<file path="src/rtl/pipe_pkg.sv">
// Shared definitions for pipeline stage registers.
package pipe_pkg;

  localparam int OCC_W = 2;

  // Encoding equals the number of held beats, so occ is the state itself.
  typedef enum logic [OCC_W-1:0] {
    ST_EMPTY = 2'd0,
    ST_ONE   = 2'd1,
    ST_TWO   = 2'd2
  } stage_state_e;

endpackage

</file>
<file path="src/rtl/pipe_stage_reg.sv">
// Generic one-cycle pipeline stage register with valid/ready handshake,
// synchronous flush and an optional two-entry skid buffer.
module pipe_stage_reg
  import pipe_pkg::*;
#(
  parameter int                 DATA_W    = 32,
  parameter logic [DATA_W-1:0]  RESET_VAL = '0,
  parameter bit                 SKID      = 1'b1
) (
  input  logic              clk,
  input  logic              rst,
  input  logic              flush,
  input  logic              in_valid,
  output logic              in_ready,
  input  logic [DATA_W-1:0] in_data,
  output logic              out_valid,
  input  logic              out_ready,
  output logic [DATA_W-1:0] out_data,
  output logic [OCC_W-1:0]  occ
);

  // Handshake: a beat moves when valid and ready are both high on a rising
  // edge; a valid beat and its data are held stable until it is consumed.

  if (SKID) begin : g_skid
    stage_state_e      state;
    logic [DATA_W-1:0] main_q;
    logic [DATA_W-1:0] skid_q;
    logic              accept;
    logic              consume;

    // in_ready depends on state flops only, so out_ready never reaches it.
    assign accept  = in_valid & (state != ST_TWO);
    assign consume = (state != ST_EMPTY) & out_ready;

    always_ff @(posedge clk or negedge rst) begin
      if (!rst) begin
        state  <= ST_EMPTY;
        main_q <= RESET_VAL;
        skid_q <= RESET_VAL;
      end else if (flush) begin
        state  <= ST_EMPTY;
        main_q <= RESET_VAL;
        skid_q <= RESET_VAL;
      end else begin
        case (state)
          ST_EMPTY: begin
            if (accept) begin
              state  <= ST_ONE;
              main_q <= in_data;
            end
          end
          ST_ONE: begin
            if (accept && consume) begin
              main_q <= in_data;
            end else if (accept) begin
              state  <= ST_TWO;
              skid_q <= in_data;
            end else if (consume) begin
              state <= ST_EMPTY;
            end
          end
          ST_TWO: begin
            if (consume) begin
              state  <= ST_ONE;
              main_q <= skid_q;
            end
          end
          default: state <= ST_EMPTY;
        endcase
      end
    end

    assign out_valid = (state != ST_EMPTY);
    assign in_ready  = (state != ST_TWO);
    assign out_data  = main_q;
    assign occ       = state;
  end else begin : g_single
    logic              valid_q;
    logic [DATA_W-1:0] main_q;
    logic              accept;
    logic              consume;

    assign in_ready = !valid_q | out_ready;
    assign accept   = in_valid & in_ready;
    assign consume  = valid_q & out_ready;

    always_ff @(posedge clk or negedge rst) begin
      if (!rst) begin
        valid_q <= 1'b0;
        main_q  <= RESET_VAL;
      end else if (flush) begin
        valid_q <= 1'b0;
        main_q  <= RESET_VAL;
      end else if (accept) begin
        valid_q <= 1'b1;
        main_q  <= in_data;
      end else if (consume) begin
        valid_q <= 1'b0;
      end
    end

    assign out_valid = valid_q;
    assign out_data  = main_q;
    assign occ       = {1'b0, valid_q};
  end

endmodule

</file>
<file path="config.mk">
export PLATFORM = sky130hd
export DESIGN_NAME = pipe_stage_reg
export DESIGN_NICKNAME = d
export VERILOG_FILES = /design/src/rtl/pipe_pkg.sv /design/src/rtl/pipe_stage_reg.sv
export SDC_FILE = /design/constraint.sdc
export NUM_CORES = 1
export LEC_CHECK = 0
export ABC_AREA = 1
export CAP_MARGIN = 25
export CORE_AREA = 2 2 97 99
export DETAILED_ROUTE_END_ITERATION = 12
export DIE_AREA = 0 0 99 101
export SLEW_MARGIN = 10
export SYNTH_ARGS = -nofsm -noshare
export SYNTH_HDL_FRONTEND = slang
export SYNTH_SLANG_ARGS = --single-unit
</file>
<file path="constraint.sdc">
create_clock -name clk -period 2.5 [get_ports clk]
set_input_delay 0.5 -clock clk [delete_from_list [all_inputs] [get_ports clk]]
set_output_delay 0.5 -clock clk [all_outputs]
set_load 0.02 [all_outputs]
</file>
==> results by group <==
Outcome
  – Status: completed

Clock tree
  – CTS tree: done
  – Total CTS buffers: 9
  – Clk buf depth: 2
  – H-tree depth: 3
  – CTS resizes: 0
  – Post-CTS Setup Inserts: 0
  – Clk root buf: clkbuf_8
  – Post-CTS Hold Fix Bufs: 0
  – Skew-Pair Late Insertion Delay: approximately 350 ps
  – Clock transition at path regs: about 80 ps
  – CTS sink count: 66

Synth
  – Net count after synthesis: around 500
  – Synth warn: 0
  – Synth area leader: dfrtp_1
  – Synth top area share: 46.8%
  – Number of synthesized register bits: 66
  – Seq/Total Area, Yosys: between 40 and 50%
  – Unique cell type count in the Yosys netlist: 21
  – Mapped Area: 3530 µm²
  – Synth area leaders: dfrtp_1, nand2_1, o21ai_2
  – Avg Cell Area, Syn: between 7 and 8 µm²
  – Cells after Synth: between 400 and 500

Timing
  – Final Skew: roughly 9 ps
  – Worst setup margin: roughly 410 ps
  – Max-slew violation count: 0
  – Hold_ws: 253 ps
  – Final period utilization: 83.7%
  – Setup_tns: 0 ps
  – Final Hold Vio Count: 0
  – Highest clock rate: about 0.48 GHz
  – Unrepaired setup endpoints after global routing: false
  – Final setup viols: 0
  – Rel. slew slack: 44.8%
  – Final min period: ~2100 ps
  – Worst slew pin tran: 829 ps

Power and ir drop
  – Logic pwr share: between 20% and 30%
  – Net Sw Frac: about 30%
  – Power share of the clock group: 35.1%
  – Psw: about 0.86 mW
  – Worst vdd ir: between 0.2 and 0.3 mV
  – Pleak: ~2.4 nW
  – Register share of total power: between 40% and 50%
  – Internal cell power: 1.98 mW
  – Power per cell area: roughly 630 nW/µm²

Worst setup path
  – Crit path cell chain: inv_1 -> nand2_1 -> clkdlybuf4s50_1
  – Worst endpoint data arrival time: 1590 ps
  – Critical path peak fanout: 5
  – Critical Path RT: approximately 2000 ps
  – Crit-path slowest cell: clkdlybuf4s50_1
  – Setup crit start kind: register
  – Crit path buf inv count: 2
  – Kind of critical path: reg2out
  – Slowest stage delay, CP: 600 ps
  – Delay-heaviest family, CP: buffers and inverters
  – CP endpoint kind: output pin

Drt
  – DR vias: 3011
  – Via density: about 4.6
  – Starting DRT DRC Count: between 150 and 200
  – Drt first pass iters: 4
  – Antenna viol nets, final: 0
  – Wire per inst: approximately 13 µm
  – Drt total wl: 8250 µm
  – Drt drc: 0

GRT
  – Gr usage total: approximately 18%
  – Vias in the first global route: approximately 2800
  – Total grt overflow: 0
  – First-pass GRT wire length: around 14000 µm
  – Largest net degree at the start of global routing: 67
  – Initial antenna violation count: 0

Die
  – Core box area: ~9000 µm²
  – Chip Height: between 100 and 150 µm
  – # IOs: 73
  – Starting Density: between 30% and 40%
  – Row count: 35
  – Die W: 99 µm
  – Die area: ~10000 µm²

Cells and area
  – Core Util, Final: 50.1%
  – Fin area: about 4500 µm²
  – # fillers: ~900
  – Area Overhead vs Synth: 27.4%
  – Commonest non-fill, non-tap cells in the layout: nand2_1, clkdlybuf4s50_1, inv_1, nor2_1, dfrtp_1
  – Layout cells sized above 1: about an eighth
  – Commonest non-fill, non-tap cell in the layout: nand2_1
  – Final net count: 576
  – Antenna Cells: 0

Place
  – Placed Area: between 4000 and 5000 µm²
  – IO buf count: 72
  – Final GP Congestion: approximately 0.83
  – Dpl hpwl: just over 5000 µm
  – Pre-CTS setup slack: ~210 ps

Flow run
  – Max-cap violations: 0

Min path
  – HP Class: in2async
[path summary, 6_finish.rpt]
kind | to | slack [ps] | startpoint | depth (start not counted)
min reg2reg | out_data[9]$_DFFE_PN0P_ | 480 | out_data[9]$_DFFE_PN0P_ | 2
min in group clk | out_data[9]$_DFFE_PN0P_ | 480 | out_data[9]$_DFFE_PN0P_ | 2
max in group asynchronous | g_skid.skid_q[30]$_DFFE_PN0P_ | 1710 | rst | 1
max reg2reg | occ[0]$_DFFE_PN0P_ | 850 | occ[0]$_DFFE_PN0P_ | 8
min | out_data[17]$_DFFE_PN0P_ | 250 | rst | 1
max | out_valid | 410 | occ[1]$_DFFE_PN0P_ | 3
[final cells by class]
cell class,count,area (µm²),area share [%]
flip-flops and latches,66,1650,36.7
multi-input cells,310,1430,31.7
repair buffers,80,791,17.6
inverters,72,270,6.01
well taps,111,139,3.09
clock buffers,9,124,2.75
clock inverters,7,93.8,2.09
[synthesized netlist by cell type]
master      n
nand2_1   166
nand2_2     2
clkbuf_1    2
dfrtp_1    66
buf_2       6
buf_4       7
inv_2       3
clkbuf_4    3
nand3_1    32
o21ai_0     3
nor2_2      1
o21ai_2    31
nand3_4     1
nand4_2     1
nand4_1     1
inv_1      69
o31ai_1     1
buf_6       7
nor2_1     69
nand3_2     1
nor3_4      1
[kinds of logic (layout without fill, tap and decap cells)]
logic type | Yosys count | in the layout | share of synthesized area [%]
AOI/OAI and AO/OA | 35 | 35 | 8.33
buffers and inverters | 97 | 168 | 13.1
DFF | 66 | 66 | 46.8
and+or+nand+nor | 275 | 275 | 31.8
[metal layers]
metal | vias up | wire length [µm] | GRT usage (%)
met5 | - | 0 | 0
met4 | 0 | 96 | 6.32
met3 | 9 | 467 | 4.16
met2 | 77 | 3630 | 26.1
met1 | 1381 | 4050 | 26.5
li1 | 1544 | - | -
[state kept, by name (all words and copies together), names as in the netlist]
name,count
g_skid.skid_q,32
out_data,32
occ,2
[power groups by stage]
| stage | logic [mW] | clock network (mW) | registers [mW] |
|---|---|---|---|
| global placement | 0.633 | 0 | 1.23 |
| global route | 0.698 | 1.07 | 1.23 |
| detailed placement | 0.640 | 0 | 1.23 |
| finish | 0.631 | 0.998 | 1.21 |
| CTS | 0.641 | 1.02 | 1.21 |
| floorplan | 0.268 | 0 | 1.31 |
[metrics by stage]
step	std cells	total power, mW
finish	655	2.84
global route	655	2.99
CTS	655	2.88
detailed placement	639	1.87
global placement	639	1.87
floorplan	473	1.58
No activity file was read; power rests on OpenSTA's default activity.
